### config.mk
export PLATFORM = sky130hd
export DESIGN_NAME = fetch_stage
export DESIGN_NICKNAME = d
export VERILOG_FILES = /design/src/rtl/fetch_stage.sv
export SDC_FILE = /design/constraint.sdc
export NUM_CORES = 1
export LEC_CHECK = 0
export ABC_AREA = 1
export BUFFER_PORTS_ARGS = -buffer_cell sky130_fd_sc_hd__buf_2
export CAP_MARGIN = 20
export CORE_UTILIZATION = 30
export CTS_CLUSTER_DIAMETER = 50
export DETAILED_ROUTE_END_ITERATION = 8
export SYNTH_ARGS = -nofsm -noshare
export SYNTH_HDL_FRONTEND = slang
export SYNTH_SLANG_ARGS = --single-unit
### constraint.sdc
create_clock -name CLK -period 4.6 [get_ports CLK]
set_clock_uncertainty 0.15 [all_clocks]
set_input_delay 0 -clock CLK [delete_from_list [all_inputs] [get_ports CLK]]
set_output_delay 0 -clock CLK [all_outputs]
set_load 0.1 [all_outputs]
### src/rtl/fetch_stage.sv
// fetch_stage: instruction fetch stage plus the IF/ID pipeline register.
//
// Holds the PC, requests instruction words from the imem port and hands the
// fetched word together with its PC+4 to the decoder. It reacts to a stall
// from ID, a redirect (taken branch or jump) from EX, and a halt.
//
// Optional feature: define FETCH_SKID_EN to add a one-entry skid buffer.
// With the skid, a word that arrives while ID is stalled is captured rather
// than re-requested, and the stage parks in HOLD until ID can take it.
// Without it, that word is dropped and the same address is requested again.
//
// Event priority within one cycle: redirect > halt > id_stall > ihit.
// A redirect is ignored once the stage is HALTED; only nRST leaves HALTED.

module fetch_stage #(
    parameter int                 WORD_W  = 32,
    parameter logic [WORD_W-1:0]  PC_INIT = '0
) (
    input  logic              CLK,
    input  logic              nRST,
    // instruction memory port
    input  logic              ihit,
    input  logic [WORD_W-1:0] iload,
    output logic              iREN,
    output logic [WORD_W-1:0] iaddr,
    // pipeline control
    input  logic              id_stall,
    input  logic              redirect,
    input  logic [WORD_W-1:0] redirect_pc,
    input  logic              halt,
    // IF/ID register towards decode
    output logic [WORD_W-1:0] instr_out,
    output logic [WORD_W-1:0] npc_out,
    output logic              if_valid
);

    // ------------------------------------------------------------------
    // State encoding
    // ------------------------------------------------------------------
`ifdef FETCH_SKID_EN
    typedef enum logic [1:0] {
        S_FETCH  = 2'd0,
        S_HOLD   = 2'd1,
        S_HALTED = 2'd2
    } state_t;
`else
    typedef enum logic [1:0] {
        S_FETCH  = 2'd0,
        S_HALTED = 2'd2
    } state_t;
`endif

    state_t state;
    state_t state_next;

    logic [WORD_W-1:0] pc;
    logic [WORD_W-1:0] pc_plus4;
    logic [WORD_W-1:0] redirect_target;

    // Decoded per-cycle events, already resolved by priority.
    logic take_redirect;
    logic take_halt;
    logic is_fetch;

    // Wraps naturally modulo 2^WORD_W, so 0xFFFF_FFFC + 4 becomes 0.
    assign pc_plus4        = pc + WORD_W'(4);
    // Targets are forced to word alignment; the low two bits are dropped.
    assign redirect_target = redirect_pc & ~WORD_W'(3);

    assign take_redirect = redirect && (state != S_HALTED);
    assign take_halt     = halt && !take_redirect && (state != S_HALTED);
    assign is_fetch      = (state == S_FETCH);

    // The request address is always the current PC.
    assign iaddr = pc;

    // ------------------------------------------------------------------
    // State register
    // ------------------------------------------------------------------
    // Holds the FSM state; reset lands in FETCH.
    // NOTE: sequential state uses non-blocking (<=) so every flop samples
    // the pre-edge values of the others, independent of block order.
    always_ff @(posedge CLK or negedge nRST) begin
        if (!nRST) begin
            state <= S_FETCH;
        end else begin
            state <= state_next;
        end
    end

    // ------------------------------------------------------------------
    // Next-state logic
    // ------------------------------------------------------------------
    // Chooses the next state from redirect, halt, stall and hit, in that order.
    // NOTE: every combinational output gets a default first so that no path
    // through the block leaves it unassigned and infers a latch.
    always_comb begin
        state_next = state;
        case (state)
            S_FETCH: begin
                if (redirect) begin
                    state_next = S_FETCH;
                end else if (halt) begin
                    state_next = S_HALTED;
`ifdef FETCH_SKID_EN
                end else if (id_stall && ihit) begin
                    state_next = S_HOLD;
`endif
                end else begin
                    state_next = S_FETCH;
                end
            end
`ifdef FETCH_SKID_EN
            S_HOLD: begin
                if (redirect) begin
                    state_next = S_FETCH;
                end else if (halt) begin
                    state_next = S_HALTED;
                end else if (!id_stall) begin
                    state_next = S_FETCH;
                end else begin
                    state_next = S_HOLD;
                end
            end
`endif
            S_HALTED: begin
                state_next = S_HALTED;
            end
            default: begin
                state_next = S_FETCH;
            end
        endcase
    end

    // ------------------------------------------------------------------
    // Output logic
    // ------------------------------------------------------------------
    // Read request depends on state only, and is suppressed while in reset.
    always_comb begin
        iREN = 1'b0;
        if (nRST && (state == S_FETCH)) begin
            iREN = 1'b1;
        end
    end

    // ------------------------------------------------------------------
    // Program counter
    // ------------------------------------------------------------------
    // Advances on an accepted (or skid-captured) word, jumps on redirect,
    // and otherwise holds; a halt freezes it where it is.
    always_ff @(posedge CLK or negedge nRST) begin
        if (!nRST) begin
            pc <= PC_INIT;
        end else if (take_redirect) begin
            pc <= redirect_target;
        end else if (take_halt) begin
            pc <= pc;
        end else if (is_fetch && ihit) begin
`ifdef FETCH_SKID_EN
            // With the skid, a hit is consumed whether or not ID stalls.
            pc <= pc_plus4;
`else
            // Without the skid, a hit under stall is dropped and re-requested.
            if (!id_stall) begin
                pc <= pc_plus4;
            end
`endif
        end
    end

`ifdef FETCH_SKID_EN
    // ------------------------------------------------------------------
    // Skid buffer (one entry)
    // ------------------------------------------------------------------
    logic [WORD_W-1:0] skid_instr;
    logic [WORD_W-1:0] skid_npc;

    // Captures a word that arrives while ID is stalled; the HOLD state
    // itself marks the entry as full, so no separate valid bit is kept.
    always_ff @(posedge CLK or negedge nRST) begin
        if (!nRST) begin
            skid_instr <= '0;
            skid_npc   <= '0;
        end else if (is_fetch && !redirect && !halt && id_stall && ihit) begin
            skid_instr <= iload;
            skid_npc   <= pc_plus4;
        end
    end
`endif

    // ------------------------------------------------------------------
    // IF/ID pipeline register
    // ------------------------------------------------------------------
    // Loads a fetched word, loads a bubble, or holds while ID stalls.
    always_ff @(posedge CLK or negedge nRST) begin
        if (!nRST) begin
            instr_out <= '0;
            npc_out   <= '0;
            if_valid  <= 1'b0;
        end else if (take_redirect || take_halt || (state == S_HALTED)) begin
            // Redirect overrides a stall: the wrong-path word must not survive.
            instr_out <= '0;
            npc_out   <= '0;
            if_valid  <= 1'b0;
        end else begin
            case (state)
                S_FETCH: begin
                    if (!id_stall) begin
                        if (ihit) begin
                            instr_out <= iload;
                            npc_out   <= pc_plus4;
                            if_valid  <= 1'b1;
                        end else begin
                            instr_out <= '0;
                            npc_out   <= '0;
                            if_valid  <= 1'b0;
                        end
                    end
                end
`ifdef FETCH_SKID_EN
                S_HOLD: begin
                    if (!id_stall) begin
                        instr_out <= skid_instr;
                        npc_out   <= skid_npc;
                        if_valid  <= 1'b1;
                    end
                end
`endif
                default: begin
                    instr_out <= instr_out;
                    npc_out   <= npc_out;
                    if_valid  <= if_valid;
                end
            endcase
        end
    end

endmodule

==> impl_metrics.tcl, run 1 <==
set metrics [dict create \
    status "finished, final reports clean" \
    detail_route.vias_per_cell 4.52 \
    gr-total-overflow 0 \
    worstPathRequired_ns 4.69 \
    max_slew_margin 0.323 \
    holdWs_ns 0.0142 \
    power.switching_uw 1500 \
    seqPwrFrac 0.337 \
    place_congestion 0.810 \
    ios 168 \
    slowest_stage "nand2_1" \
    dr.pass1.iters 5 \
    core-area_sq_um 14600 \
    track_usage 0.186 \
    die_y_microns 124 \
    synth_area_leaders "dfrtp_1, nand2_1, a22o_1" \
    postCtsSetupBuffers 0 \
    wl_per_cell_microns 14.5 \
    antenna_found_initial 0 \
    critPathLaunchType "register" \
    ys_seq_elements 95 \
    cts_max_path_buffers 2 \
    arrival_ns 2.72 \
    syn-cell-area_sq_um 4490 \
    htreeDepth 3 \
    grt_pass1_vias 4518 \
    die_area_sq_um 15500 \
    avgSynthCellArea_sq_um 8.27 \
    antenna_cells 0 \
    initial_core_util 0.308 \
    pre_cts_ws_ns 1.90 \
    yosysWarningCount 0 \
    comb_power_share 0.406 \
    tns_ns 0 \
    drc 0 \
    postRouteAntennaNets 0 \
    ys_async_sr_fraction 1.00 \
    hpwl_microns 9340 \
    r2r_cells 9 \
    syn-instance-count 543 \
    final_cell_mix "nand2_1, buf_2, dfrtp_1" \
    synth.distinct_cells 25 \
    power.total_uw 3200 \
    cts_root_buf "clkbuf_16" \
    drive_gt1_frac 0.253 \
    grt_first_pass_wirelength_microns 22900 \
    netlist.area_leader.share 0.529 \
    min_period_ns 2.63 \
    timing.rr.start "state[1]" \
    insertion_delay_ns 0.35 \
    intPower_uw 1700 \
    power.share.clock 0.257 \
    cts_tree "done" \
    fmax_ghz 0.380 \
    final_hold_viol_count 0 \
    seqCellArea_sq_um 2380 \
    final-setup-viol-count 0 \
    synth_ff_type "dfrtp_1" \
    nets 838 \
    hp-class "in -> async" \
    pwr_density_cell_nw_per_um2 497 \
    rows 44 \
    min_period_over_period 0.572 \
    worstSetupPathType "reg -> reg" \
    portBuffers 163 \
    vdd_ir_drop_max_uv 262 \
    yosysSeqAreaShare 0.529 \
    cpLargestDelayFamily "buffers and inverters" \
    wirelength_microns 13800 \
    fin_ws_ns 1.97 \
    post_cts_resized 0 \
    die_w_microns 124 \
    synth_edf_count 0 \
    num-fill-cells 1436 \
    area_delta_synth_final_pct 43.4 \
    path_common_cell "nand2_1" \
    vias 4324 \
    crit_chain "nor2_2 > buf_4 > inv_1 > nand2_1 > inv_1 > nand2_1 > nand2_1 > inv_1 > nand2_1" \
    r2r_setup_slack_ns 1.97 \
    numClockSinks 95 \
    p_leak_uw 0.00358 \
    yosysTopAreaCell "dfrtp_1" \
    worstMarginPinSlew_ns 1.01 \
    grt_max_degree 60 \
    r2r-end "iaddr[18]" \
    crit_buf_inv 4 \
    cts_buffers 9 \
    slowest_delay_ns 0.59 \
    rsz0062_at_grt "no" \
    final_common_cell "nand2_1" \
    clk_pin_slew_ns 0.07 \
    crit_fanout 30 \
    cp-end-kind "register" \
    multi_input_area_sq_um 1810 \
    drt_iter0_markers 214 \
    hold_buffers 66 \
    slew_viol_final 0 \
    cap_violations 0 \
    switching_share 0.469 \
    fin_util 0.441 \
]
## worst max-delay path by stage
stage                        to  cells after the start      from  slack, ns
floorplan           npc_out[28]                     10  iaddr[2]       2.26
detailed placement    iaddr[18]                      9  state[1]       1.90
finish                iaddr[18]                      9  state[1]       1.97
global placement      iaddr[15]                      9  state[1]       1.97
global route          iaddr[13]                      9  state[1]       1.68
CTS                   iaddr[18]                      9  state[1]       1.90
## synth_stat cells (2+ instances only)
cell	number
nand2_1	227
dfrtp_1	95
inv_1	48
nor2_1	37
a22o_1	34
nand3_1	26
buf_2	14
o21ai_0	14
xor2_1	11
buf_4	5
nor2_4	5
nor2_2	4
xnor2_1	4
and2_1	3
nand2_2	3
a21oi_1	2
o211ai_1	2
o22ai_1	2
## per-layer routing
metal  vias up  part of all wire  global-route usage
met1      1995              0.44               0.223
met5         -                 0                   0
li1       2157                 -                   -
met4         0             0.020              0.0687
met3        19             0.066              0.0477
met2       153              0.48               0.318
## logic make-up (layout without fill, tap and decap cells)
logic type	after synthesis	after routing	share of synthesized area
AO/OA/AOI/OAI	55	55	0.0917
XOR/XNOR	15	15	0.0293
buffers and inverters	70	298	0.0683
AND/OR/NAND/NOR	306	306	0.278
flip-flops	95	95	0.529
other	1	2	0.000835
adder cells (fa/ha/maj)	1	1	0.00279
## through the flow
step | cell area [sq um] | cells
4_1_cts | 6440 | 956
3_5_place_dp | 5450 | 874
2_1_floorplan | 4490 | 544
3_3_place_gp | 5450 | 874
5_1_grt | 6440 | 956
6_report | 6440 | 956
## final cells by class
type	instances	area share
inverters	49	0.0286
repair buffers	233	0.234
clock inverters	3	0.0101
well taps	184	0.0358
clock buffers	13	0.0404
flip-flops and latches	95	0.369
multi-input cells	379	0.282
## sequential cells by signal, summed over array words and instances, names as in the netlist
| signal | count |
|---|---|
| npc_out | 31 |
| iaddr | 30 |
| if_valid | 1 |
| state | 1 |
| instr_out | 32 |
## power by group through the flow
stage          clock [uW]  sequential (uW)  combinational, uW
2_1_floorplan           0             1760                323
3_3_place_gp            0             1090               1260
3_5_place_dp            0             1090               1260
4_1_cts               845             1080               1310
5_1_grt               875             1100               1390
6_report              823             1080               1300
Note: power is estimated with default switching activity, not from simulation.
==> run 2: changes to the inputs <==
clock period = 2.7 ns   (was 4.6 ns; I/O delays follow)
==> run 2 against run 1 <==
  * Fmax is 38% higher
  * Worst setup slack worse by 1.2 ns
  * Critical endpoint is now npc_out[24]
  * Final area hardly changed
  * Sequential share of layout area hardly changed
  * Hold slack better by 0.0046 ns
  * Clock power is 43% higher
  * Die area stayed put
  * Count of clock-buffer cells in the layout stayed put
  * Via count is 0.23% higher
  * Flip-flop and latch count stayed put
==> impl_metrics.tcl, run 2 (synthesis gave the netlist of run 1 again) <==
set metrics [dict create \
    grt.met3_usage 0.0515 \
    final_area_sq_um 6440 \
    min_period_over_period 0.705 \
    hpwl_microns 9560 \
    r2r_cells 8 \
    worstMarginPinSlew_ns 0.588 \
    largest_register_ff_count 32 \
    pwr_density_cell_nw_per_um2 813 \
    cp-end-kind "register" \
    crit_fanout 7 \
    final-setup-viol-count 0 \
    drive_gt1_frac 0.254 \
    p_leak_uw 0.00358 \
    grt_max_degree 45 \
    post_cts_resized 0 \
    die_area_sq_um 15500 \
    holdWs_ns 0.0188 \
    drt_iter0_markers 190 \
    vdd_ir_drop_max_uv 562 \
    drc 0 \
    r2r_setup_slack_ns 0.80 \
    detail_route.vias_per_cell 4.52 \
    dr.pass1.iters 4 \
    power.total_uw 5240 \
    max_flop_register "instr_out" \
    comb_power_share 0.425 \
    area_delta_synth_final_pct 43.5 \
    worstPathRequired_ns 2.79 \
    cts_root_buf "clkbuf_16" \
    die_w_microns 124 \
    busiest_layer "met2" \
    cts_tree "done" \
    portBuffers 163 \
    grtUsageMet2 0.309 \
    seqPwrFrac 0.349 \
    core-area_sq_um 14600 \
    wirelength_microns 13700 \
    arrival_ns 2.00 \
    fmax_ghz 0.525 \
    power.share.clock 0.226 \
    whs_path_depth 6 \
    postCtsSetupBuffers 0 \
    postRouteAntennaNets 0 \
    antenna_found_initial 0 \
    placed_area_sq_um 5510 \
    wl_per_cell_microns 14.3 \
    hold_path_end "iaddr[3]" \
    initial_core_util 0.308 \
    die_y_microns 124 \
    nets 843 \
    slew_viol_final 0 \
    grt_util_met1 0.226 \
    intPower_uw 2700 \
    cts_buffers 9 \
    timing.rr.start "iaddr[2]" \
    track_usage 0.183 \
    tns_ns 0 \
    max_slew_margin 0.608 \
    final_common_cell "nand2_1" \
    cap_violations 0 \
    rsz0062_at_grt "no" \
    power.switching_uw 2540 \
    final_hold_viol_count 0 \
    ios 168 \
    grt_first_pass_wirelength_microns 22300 \
    htreeDepth 3 \
    critPathLaunchType "register" \
    vias 4334 \
    grt_pass1_vias 4312 \
    place_congestion 0.796 \
    status "finished, final reports clean" \
    hp-class "in -> reg" \
    clk_pin_slew_ns 0.07 \
    rows 44 \
    r2r-end "npc_out[24]" \
    num-fill-cells 1449 \
    hold_buffers 67 \
    antenna_cells 0 \
    worstSetupPathType "reg -> reg" \
    hold_path.startpoint "redirect" \
    switching_share 0.484 \
    cts_max_path_buffers 2 \
    gr-total-overflow 0 \
    min_period_ns 1.90 \
    insertion_delay_ns 0.35 \
    final_cell_mix "nand2_1, buf_2, dfrtp_1" \
    numClockSinks 95 \
]
[run 2: changes by cell type in the layout (fill, tap and decap cells not counted), sizes merged]
| cell | previous run | this run |
|---|---|---|
| bufinv | 2 | 0 |
| buf | 167 | 171 |
| dlygate4sd3 | 66 | 67 |
[run 2: final cells by class]
cell class	instances	area, sq um	share of cell area
Inverter	49	184	0.0285
Clock buffer	13	260	0.0404
Clock inverter	1	5.00	0.000777
Timing Repair Buffer	238	1570	0.244
Sequential cell	95	2380	0.369
Tap cell	184	230	0.0357
Multi-Input combinational cell	379	1810	0.281
[run 2: worst max-delay path: stages (launching register included)]
cell	delay (ns)
dfrtp_1	0.45
ha_1	0.25
nand2_1	0.07
nor2_1	0.18
nand2_1	0.08
nor2_1	0.32
nand3_1	0.12
nand3_1	0.13
nand2_1	0.06
[run 2: through the flow]
step,utilization,setup WS (ns),cells
final,0.442,0.796,959
after floorplan,-,0.357,544
after global placement,0.378,0.769,878
after detailed placement,0.378,0.752,878
after global routing,0.442,0.494,959
after CTS,0.442,0.741,959
[run 2: worst max-delay path by stage]
stage / cells past startpoint / endpoint / from / slack, ns
finish: 8 / npc_out[24] / iaddr[2] / 0.80
CTS: 8 / iaddr[24] / iaddr[2] / 0.74
global placement: 8 / npc_out[24] / iaddr[2] / 0.77
floorplan: 10 / npc_out[28] / iaddr[2] / 0.36
global route: 8 / iaddr[24] / iaddr[2] / 0.49
detailed placement: 8 / npc_out[24] / iaddr[2] / 0.75
[run 2: power groups by stage]
stage / Clock [uW] / Sequential [uW] / Combinational (uW)
2_1_floorplan: 0 / 3000 / 550
3_3_place_gp: 0 / 1850 / 2160
3_5_place_dp: 0 / 1860 / 2160
4_1_cts: 1220 / 1830 / 2240
5_1_grt: 1270 / 1860 / 2370
6_report: 1180 / 1830 / 2230
[run 2: layer usage]
metal	share of wire	vias up
met3	0.062	12
met4	0.011	0
met1	0.44	2016
met2	0.48	143
met5	0	-
li1	-	2163
